## config.mk

```make
export PLATFORM = sky130hd
export DESIGN_NAME = serializer_vrtl
export DESIGN_NICKNAME = d
export VERILOG_FILES = /design/src/rtl/serializer_vrtl.sv
export SDC_FILE = /design/constraint.sdc
export NUM_CORES = 1
export LEC_CHECK = 0
export ABC_CLOCK_PERIOD_IN_PS = 3200
export BUFFER_PORTS_ARGS = -buffer_cell sky130_fd_sc_hd__buf_2
export CORE_ASPECT_RATIO = 1.75
export CORE_UTILIZATION = 54
export DETAILED_ROUTE_END_ITERATION = 8
export GPL_TIMING_DRIVEN = 0
export PLACE_DENSITY = 0.8
export SYNTH_ARGS = -nofsm -noshare
export SYNTH_HDL_FRONTEND = slang
export SYNTH_SLANG_ARGS = --single-unit
```

## constraint.sdc

```tcl
create_clock -name clk -period 3.2 [get_ports clk]
set_clock_uncertainty 0.15 [all_clocks]
set_input_delay 0.48 -clock clk [delete_from_list [all_inputs] [get_ports clk]]
set_output_delay 0.48 -clock clk [all_outputs]
set_load 0.005 [all_outputs]
```

## src/rtl/serializer_vrtl.sv

```systemverilog
// Parallel-to-serial stage: one packed frame of N_SAMPLES words in, one word per beat out.
// Optional SERIALIZER_MSB_FIRST_EN emits the highest-index word first; default is word 0 first.
module serializer_vrtl #(
   parameter int BIT_WIDTH = 32,
   parameter int N_SAMPLES = 8
) (
   input  logic                           clk,
   input  logic                           reset,
   input  logic [BIT_WIDTH*N_SAMPLES-1:0] recv_msg,
   input  logic                           recv_val,
   output logic                           recv_rdy,
   output logic [BIT_WIDTH-1:0]           send_msg,
   output logic                           send_val,
   input  logic                           send_rdy,
   output logic                           dbg_state
);

   localparam int CW = (N_SAMPLES > 1) ? $clog2(N_SAMPLES) : 1;
   localparam int FW = BIT_WIDTH * N_SAMPLES;
   localparam logic [CW-1:0] LAST = CW'(N_SAMPLES - 1);

   typedef enum logic {
      IDLE = 1'b0,
      SEND = 1'b1
   } state_t;

   state_t          state, state_nxt;
   logic [CW-1:0]   cnt, cnt_nxt;
   logic [FW-1:0]   buffer, buffer_nxt;
   logic            last_word;

   // Handshake: a transfer happens on a rising edge where val & rdy are both high.
   // send_val is never withdrawn once raised; recv_rdy combinationally follows send_rdy
   // on the last word so a new frame can be taken with no bubble.

   assign last_word = (cnt == LAST);
   assign dbg_state = (state == SEND);

   always_ff @(posedge clk or negedge reset) begin
      if (!reset) begin
         state  <= IDLE;
         cnt    <= '0;
         buffer <= '0;
      end else begin
         state  <= state_nxt;
         cnt    <= cnt_nxt;
         buffer <= buffer_nxt;
      end
   end

   always_comb begin
      state_nxt  = state;
      cnt_nxt    = cnt;
      buffer_nxt = buffer;
      recv_rdy   = 1'b0;
      send_val   = 1'b0;
      case (state)
         IDLE: begin
            recv_rdy = 1'b1;
            if (recv_val) begin
               buffer_nxt = recv_msg;
               cnt_nxt    = '0;
               state_nxt  = SEND;
            end
         end
         SEND: begin
            send_val = 1'b1;
            recv_rdy = last_word & send_rdy;
            if (send_rdy) begin
               if (!last_word) begin
                  cnt_nxt = cnt + 1'b1;
               end else begin
                  cnt_nxt = '0;
                  if (recv_val) begin
                     buffer_nxt = recv_msg;
                  end else begin
                     state_nxt = IDLE;
                  end
               end
            end
         end
         default: begin
            state_nxt = IDLE;
            cnt_nxt   = '0;
         end
      endcase
   end

   // Word select driven only by registered state, so recv_msg never reaches send_msg.
   always_comb begin
      send_msg = '0;
      if (state == SEND) begin
         for (int i = 0; i < N_SAMPLES; i++) begin
            if (cnt == CW'(i)) begin
`ifdef SERIALIZER_MSB_FIRST_EN
               send_msg = buffer[BIT_WIDTH*(N_SAMPLES-1-i) +: BIT_WIDTH];
`else
               send_msg = buffer[BIT_WIDTH*i +: BIT_WIDTH];
`endif
            end
         end
      end
   end

endmodule

```

* After elaboration in Yosys (flattened, before gate mapping) *
Cells that the tools add are included.

cells by class
  add/subtract/negate cells = 1
  equal/unequal tests = 10
  mux-type cells = 23
  bitwise operators = 2
  reduce and logical (&&, ||, !) cells = 3

operator list
  operator                                                                 count
  256-bit 2-to-1 mux                                                       3
  256-bit case mux with 2 select lines                                     1
  32-bit 2-to-1 mux                                                        9
  3-bit == test, second input constant                                     4
  3-bit 2-to-1 mux                                                         3
  3-bit by 2-bit == test with 1-bit output, second input constant          2
  3-bit case mux with 2 select lines                                       1
  1-bit 2-to-1 mux                                                         4
  2-bit inequality test, second input constant                             2
  1-bit case mux with 2 select lines                                       2
  2-bit AND reduction                                                      2
  3-bit by 1-bit adder with 3-bit output, second input constant            1
  3-bit by 1-bit == test with 1-bit output, second input constant          1
  3-bit logical NOT                                                        1
  2-bit by 1-bit inequality test with 1-bit output, second input constant  1
  1-bit AND                                                                1
  1-bit inverter                                                           1

word-level totals
  bits in registers = 260
  input bits = 260
  output and inout bits = 35
  logic and storage cells = 42

* Longest topological paths before layout *
Gate-level depths: netlist (run 1).

  depth in word-level cells = 10
  mapped depth = 9
  depth with buffers taken out = 5

* Least setup slack after synthesis (run 1) *
OpenSTA, ideal clock, no wires.

  path kind = register -> output
  start point = reg cnt[2]
  end point = out send_msg[0]
  data arrival time = 2026 ps
  required time = 2570 ps
  slack = 544 ps
  stages on the path, launching flop included = 10
  buffers on the path = 4
  path through = dfrtp_1 -> buf_6 -> clkbuf_1 -> inv_1 -> ha_1 -> or2_1 -> buf_6 -> buf_6 -> a221o_1 -> a211oi_2

on the way
  cells in the longest elaborated chain, start to end = 10
  elaborated cells on any way between the ends = 17
  those cells by class = eq/ne: 7; mux: 9; reduce/logical: 1

RTL lines
  element                         RTL line  source
  start, declared                 28        logic [CW-1:0] cnt, cnt_nxt;
  start signal, assigned          46        cnt <= cnt_nxt;
  3-bit logical NOT               94        if (cnt == CW'(i)) begin
  32-bit 2-to-1 mux (7 in a row)  94
  32-bit 2-to-1 mux (*)           94
  32-bit 2-to-1 mux (*)           92        if (state == SEND) begin
  end, declared                   12        output logic [BIT_WIDTH-1:0] send_msg,

Mark *: on every way between the ends. The rest lies on a longest branch, timed or not.

* Final worst setup path (run 1) *
  start point = reg cnt[0]
  end point = out send_msg[3]

The elaborated chain is that of the path after synthesis.

==> results.txt, run 1 <==
----------------------------------------------------
[Worst setup path]
  Most common cell on crit path ... sky130_fd_sc_hd__ha_4
  Crit start category ... flop
  Data arrival at the endpoint of the critical path ... 2.64 ns
  Critical path start-end classification ... flop to primary output
  Master of the slowest instance on the critical path ... sky130_fd_sc_hd__dfrtp_2
  Worst-path cell chain ... ha_4 > ha_4 > or2_4 > buf_12 > clkbuf_16 > a221o_1 > a211oi_2 > buf_2
  Slowest Stage Delay on Critical Path ... 0.46 ns
  Worst Setup End Kind ... primary output
  Maximum net fanout on the critical path ... 7
  Required time at the worst-slack endpoint ... 2.57 ns

[Floorplan]
  Top-level I/O count ... 295
  Site row count ... 74
  Floorplan die width ... 118.9 um
  Effective utilization at floorplan ... 0.5515
  Area inside the core boundary ... 23,430 um2
  Die area ... 24,570 um2
  Vertical die dimension ... 206.6 um

[Clock tree]
  TritonCTS Buffers ... 25
  Max clock buf depth ... 3
  Clock tree root buffer cell ... sky130_fd_sc_hd__clkbuf_16
  H-Tree Depth ... 1
  Clock edge transition at the registers on the reported setup and hold paths ... 0.07 ns
  Sink Count ... 260
  TritonCTS clock tree ... yes
  Insertion delay to the later sink of the worst-skew pair ... 0.54 ns

[Finish]
  Layout fillers ... 1,732
  Area taken by flip-flops and latches ... 6509 um2
  Area taken by multi-input logic gates ... 5796 um2
  Fraction of layout instances using a drive strength above 1 ... 0.3498
  Number of nets in the layout ... 1,645
  Synth-to-layout area growth ... 26.97%
  Final instance area ... 16,400 um2

[Place]
  Standard cell area after detailed placement ... 14,840 um2
  Hpwl dp ... 29,520 um
  Pre-CTS setup slack ... -0.06776 ns
  Final weighted congestion in routability-driven placement ... 0.8474
  Number of buffer cells added on primary ports ... 294

[Detailed routing]
  Average vias per placed instance ... 6.033
  Final wirelength ... 40,820 um
  Routed length per placed instance ... 23.87 um
  Total DRC errors in the routed layout ... 0
  Drt initial violations ... 750
  1st-pass router iterations ... 7
  Overall via count from detail_route ... 10,320
  Final antenna-violating net count ... 0

[Yosys]
  Leading cell types by total area after synthesis ... sky130_fd_sc_hd__dfrtp_1, sky130_fd_sc_hd__mux2_1, sky130_fd_sc_hd__a211oi_2
  Gate count of the mapped netlist ... 1,023
  Post-synthesis instance area ... 12,920 um2
  Synth cell types ... 32
  Net count after synthesis ... 1,289
  Top FF cell, synth ... sky130_fd_sc_hd__dfrtp_1
  Ys async rst share ... 1.000
  Average size of a mapped cell ... 12.63 um2
  Area share of the largest cell type after synthesis ... 0.5036
  Ranking of synthesized cells by instance count ... sky130_fd_sc_hd__dfrtp_1, sky130_fd_sc_hd__mux2_1, sky130_fd_sc_hd__clkbuf_1
  Number of synthesized flops with an enable pin ... 0
  Cell taking the most area after synthesis ... sky130_fd_sc_hd__dfrtp_1
  Sequential element share of the synthesized area ... 0.5036
  Most frequent cell after synthesis ... sky130_fd_sc_hd__dfrtp_1
  Synth Register Bits ... 260
  Warning count from the yosys run ... 0

[Flow run]
  Max-cap violation count ... 0

[Power and ir drop]
  Cell leakage power ... 7.554 nW
  Power density over the cells ... 1058 nW/um2
  Worst IR drop on VDD ... 0.0006441 V

[Timing]
  Final number of setup-violating endpoints ... 14
  Achievable Freq ... 305.5 MHz
  Max-slew violations ... 0
  Setup repair after global routing missed its margin ... true
  Minimum clock period ... 3.273 ns
  Setup WS post-layout ... -0.07344 ns
  Worst slew pin tran ... 0.6824 ns
  Final clock period utilization by the worst path ... 1.023
  Number of hold violations in the final report ... 1
  Worst max-slew margin expressed relative to the limit ... 0.5451
  Hold Worst Slack ... -0.001028 ns

[GRT]
  Wire length of the first global-routing pass ... 61,610 um
  Via count of the first global-routing pass ... 11,220
  Pin count of the biggest net entering global routing ... 121
  Initial antenna violation count ... 9
  Total congestion overflow after global routing ... 0
  Total Routing Usage GR ... 0.3344

[Outcome]
  Failing checks ... hold timing, setup timing
  Status ... finished with violations

[Worst hold path]
  HP Class ... input pin to flop

----------------------------------------------------
-- metrics by stage --
step	utilization	hold WS (ns)	TNS [ns]	instances	total power, mW
6_report	0.7003	-0.001028	-0.4964	1710	17.35
5_1_grt	0.6998	0.003903	-1.175	1705	18.24
4_1_cts	0.6906	0.0001389	-0.1646	1695	16.96
3_5_place_dp	0.6334	0.2860	-0.5439	1623	13.39
3_3_place_gp	0.6306	0.3180	-817.94	1621	13.07
2_1_floorplan	-	0.03441	0	1023	10.63
-- per-layer routing --
layer | up-vias | wire length [um] | global-route usage
li1 | 4507 | - | -
met1 | 5163 | 14550 | 0.3676
met2 | 483 | 21090 | 0.5957
met3 | 158 | 2243 | 0.04313
met4 | 6 | 2903 | 0.2405
met5 | - | 31 | 0
-- cell usage in the layout (no fill, tap or decap), drive strengths merged, types with 11 or more instances in the layout --
cell type / instances
mux2: 257
dlygate4sd3: 23
inv: 36
nor3b: 32
nand2: 36
a211oi: 31
buf: 366
nor2b: 33
diode: 11
o311a: 32
o21ai: 32
dfrtp: 260
a32o: 31
clkbuf: 66
nand3b: 32
a221o: 32
nor3: 31
a21oi: 32
-- final cells by class --
type | instances | area share
Timing Repair Buffer | 329 | 0.1144
Clock inverter | 14 | 0.01243
Clock buffer | 29 | 0.03966
Tap cell | 304 | 0.02319
Antenna cell | 11 | 0.001678
Buffer | 97 | 0.05034
Multi-Input combinational cell | 630 | 0.3533
Sequential cell | 260 | 0.3968
Inverter | 36 | 0.008237
-- registers in the layout (all words and copies together) (netlist names) --
signal / count
buffer: 256
cnt: 3
dbg_state: 1
-- path summary, 6_finish.rpt --
| kind | start | end | slack [ns] | depth (start not counted) |
|---|---|---|---|---|
| min in group asynchronous | reset | buffer[91] | 0.30 | 2 |
| hold reg to reg | buffer[224] | buffer[224] | 0.34 | 1 |
| setup reg to reg | cnt[0] | buffer[2] | 0.73 | 8 |
| max in group asynchronous | reset | buffer[231] | 1.58 | 3 |
| hold / removal | recv_msg[157] | buffer[157] | -0.001 | 2 |
| setup / recovery | cnt[0] | send_msg[3] | -0.07 | 8 |
-- worst max-delay path, delay by kind of cell, from the launching register on --
kind / cells / cell delay [ns]
buffers and inverters: 3 / 0.46
and+or+nand+nor: 1 / 0.24
AOI/OAI and AO/OA: 2 / 0.58
DFF: 1 / 0.46
adders and majority gates: 2 / 0.35
-- what timing repair did --
action / in CTS / in global routing
cloned: 0 / 2
pin swaps: 16 / 14
endpoints found under the setup margin: 32 / 32
endpoints found under the hold margin: 78 / 0
setup buffers: 6 / 2
gates resized for setup: 86 / 50
hold buffers: 23 / 0
-- cells by family after synthesis --
logic type	after synthesis	share of synthesized area
flops	260	0.5036
mux	257	0.2240
compound gates	198	0.1331
simple gates	169	0.07776
buf+inv	133	0.05578
fa+ha+maj	6	0.005810
-- power by group --
group          internal, mW  leakage, nW  switching (mW)
clock                  1.86        0.417            1.30
combinational          3.99         4.01            4.27
sequential             4.95         3.13           0.978
(Power assumes the default switching activity.)
==> inputs of run 2 (changes only) <==
--- a/config.mk
+++ b/config.mk
@@ -11,6 +11,7 @@
 export CORE_UTILIZATION = 54
 export DETAILED_ROUTE_END_ITERATION = 8
 export GPL_TIMING_DRIVEN = 0
+export MAX_ROUTING_LAYER = met4
 export PLACE_DENSITY = 0.8
 export SYNTH_ARGS = -nofsm -noshare
 export SYNTH_HDL_FRONTEND = slang
==> run 2 against run 1 <==
The flow finishes with violations (setup timing). Setup slack better by 0.037 ns. Non-clock buffer count fell by 3. Clock power is essentially flat. Sequential share of layout area grew 0.23 points. Count of clock-buffer cells in the layout unchanged. Final cell count rose by 0.12%. Largest cell class unchanged.
==> results.txt, run 2 (synthesis gave the netlist of run 1 again) <==
----------------------------------------------------
[Outcome]
  Status ... finished with violations
  Failing checks ... setup timing

[Power and ir drop]
  Internal power ... 10.68 mW (-1.1%)
  Switch share ... 0.3764 (-0.001076)
  Switching power of the nets ... 6.448 mW (-1.5%)
  Power Total ... 17.13 mW (-1.3%)
  Power density over the cells ... 1051 nW/um2 (-0.65%)
  Worst IR drop on VDD ... 0.0006416 V (-0.38%)
  Proportion of power drawn by flip-flops and latches ... 0.345 (+0.003)
  Part of the total power dissipated in combinational logic ... 0.471 (-0.005)
  Cell leakage power ... 7.512 nW (-0.56%)
  Proportion of power drawn by the clock network ... 0.184 (+0.002)

[Place]
  Number of buffer cells added on primary ports ... 294 (unchanged)
  Final weighted congestion in routability-driven placement ... 0.8607 (+1.6%)
  Placed cells ... 1,623 (unchanged)
  Hpwl dp ... 29,520 um (unchanged)
  Pre-CTS setup slack ... -0.06776 ns (unchanged)
  Standard cell area after detailed placement ... 14,840 um2 (unchanged)

[Detailed routing]
  Final wirelength ... 40,340 um (-1.2%)
  Drt initial violations ... 710 (-5.3%)
  Average vias per placed instance ... 6.004 (-0.49%)
  Total DRC errors in the routed layout ... 0 (unchanged)
  1st-pass router iterations ... 5 (-2)
  Final antenna-violating net count ... 0 (unchanged)
  Overall via count from detail_route ... 10,280 (-0.38%)
  Routed length per placed instance ... 23.56 um (-1.3%)

[Finish]
  Fraction of layout instances using a drive strength above 1 ... 0.3434 (-0.006430)
  Number of nets in the layout ... 1,642 (-0.18%)
  Reg with most FFs ... buffer
  Synth-to-layout area growth ... 26.20%
  Final non-filler cell total ... 1,712 (+0.12%)
  Layout fillers ... 1,754 (+1.3%)
  Area taken by flip-flops and latches ... 6506 um2 (about the same)
  Top library cells by usage in the layout, fill and taps aside ... sky130_fd_sc_hd__buf_2, sky130_fd_sc_hd__dfrtp_1, sky130_fd_sc_hd__mux2_1
  Area taken by multi-input logic gates ... 5758 um2 (-0.65%)
  Max reg flops ... 256 (unchanged)
  Most common cell after layout, fill and taps aside ... sky130_fd_sc_hd__buf_2
  Core occupancy in the finished layout ... 0.6960 (-0.004273)
  Final instance area ... 16,300 um2 (-0.61%)

[GRT]
  Wire length of the first global-routing pass ... 61,680 um (+0.11%)
  Total congestion overflow after global routing ... 0 (unchanged)
  Via count of the first global-routing pass ... 11,170 (-0.42%)
  Total Routing Usage GR ... 0.3454 (+0.01103)
  Initial antenna violation count ... 10 (+1)
  Pin count of the biggest net entering global routing ... 121 (unchanged)

[Floorplan]
  Site row count ... 74 (unchanged)
  Vertical die dimension ... 206.6 um (unchanged)
  Area inside the core boundary ... 23,430 um2 (unchanged)
  Die area ... 24,570 um2 (unchanged)
  Top-level I/O count ... 295 (unchanged)
  Effective utilization at floorplan ... 0.5515 (unchanged)
  Floorplan die width ... 118.9 um (unchanged)

[Worst setup path]
  Required time at the worst-slack endpoint ... 2.57 ns (about the same)
  Critical path start-end classification ... flop to primary output
  Worst Setup End Kind ... primary output
  Launch instance of the worst register-to-register path ... cnt[1]
  Data arrival at the endpoint of the critical path ... 2.61 ns (-0.03 ns)
  Maximum net fanout on the critical path ... 10 (+3)
  Crit start category ... flop
  Crit path from ... cnt[1]

[Timing]
  Hold Worst Slack ... 0.0001086 ns (+0.001137 ns)
  Max-slew violations ... 0 (unchanged)
  Worst slew pin tran ... 0.7015 ns (+0.01911 ns)
  Final clock period utilization by the worst path ... 1.011 (-0.01164)
  Achievable Freq ... 309.0 MHz (+1.2%)
  Number of hold violations in the final report ... 0 (-1)
  Final number of setup-violating endpoints ... 6 (-8)
  Setup repair after global routing missed its margin ... true
  Worst max-slew margin expressed relative to the limit ... 0.5323 (-0.01274)
  Setup WS post-layout ... -0.03619 ns (+0.03725 ns)
  Setup TNS after final layout ... -0.1160 ns (+0.3804 ns)
  Minimum clock period ... 3.236 ns (-0.03725 ns)

[Flow run]
  Max-cap violation count ... 0 (unchanged)

[Worst hold path]
  HP Class ... input pin to flop
  Launch point of the worst hold path ... recv_msg[157]

[Clock tree]
  H-Tree Depth ... 1 (unchanged)
  TritonCTS clock tree ... yes
  TritonCTS Buffers ... 25 (unchanged)
  Max clock buf depth ... 3 (unchanged)
  Insertion delay to the later sink of the worst-skew pair ... 0.54 ns (about the same)
  Clock edge transition at the registers on the reported setup and hold paths ... 0.07 ns (about the same)
  Clock tree root buffer cell ... sky130_fd_sc_hd__clkbuf_16
  Sink Count ... 260 (unchanged)

----------------------------------------------------
[run 2: critical path, cell delays in order, from the launching register on]
cell and delay, ns:
sky130_fd_sc_hd__dfrtp_1 0.42, sky130_fd_sc_hd__ha_2 0.23, sky130_fd_sc_hd__ha_4 0.17, sky130_fd_sc_hd__or2_1 0.21, sky130_fd_sc_hd__buf_6 0.15, sky130_fd_sc_hd__buf_8 0.14
sky130_fd_sc_hd__a221o_1 0.34, sky130_fd_sc_hd__a211oi_2 0.24, sky130_fd_sc_hd__buf_2 0.15
[run 2: power by group through the flow]
stage          Sequential [mW]  Clock (mW)  Combinational [mW]
6_report                  5.91        3.15                8.07
5_1_grt                   6.10        3.29                8.67
4_1_cts                   5.89        3.16                7.92
3_5_place_dp              5.93           0                7.46
3_3_place_gp              5.83           0                7.24
2_1_floorplan             5.61           0                5.02
[run 2: final timing paths]
path / end / slack [ns] / cells after the start
min in group asynchronous: buffer[91] / 0.31 / 2
min: buffer[157] / 0.0001 / 2
max reg2reg: buffer[2] / 0.74 / 8
max: send_msg[4] / -0.04 / 8
max in group asynchronous: buffer[138] / 1.57 / 3
min reg2reg: buffer[250] / 0.34 / 1
[run 2: final cells by class]
type / instances / area share
Tap cell: 304 / 0.02333
Multi-Input combinational cell: 630 / 0.3532
Clock inverter: 14 / 0.01251
Inverter: 36 / 0.008288
Buffer: 97 / 0.04973
Clock buffer: 29 / 0.03990
Sequential cell: 260 / 0.3990
Timing Repair Buffer: 326 / 0.1116
Antenna cell: 16 / 0.002456
[run 2: timing repair]
action	CTS	global route
pin swaps	16	9
hold buffers	23	0
hold endpoints to repair	78	0
setup endpoints to repair	32	32
buffers inserted	6	1
resized for setup	86	39
[run 2: per-layer routing]
| layer | global-route usage | wire [um] | vias up |
|---|---|---|---|
| li1 | - | - | 4504 |
| met1 | 0.3698 | 14470 | 5171 |
| met2 | 0.5984 | 20940 | 451 |
| met3 | 0.04341 | 2197 | 152 |
| met4 | 0.2342 | 2722 | 0 |
| met5 | - | 0 | - |
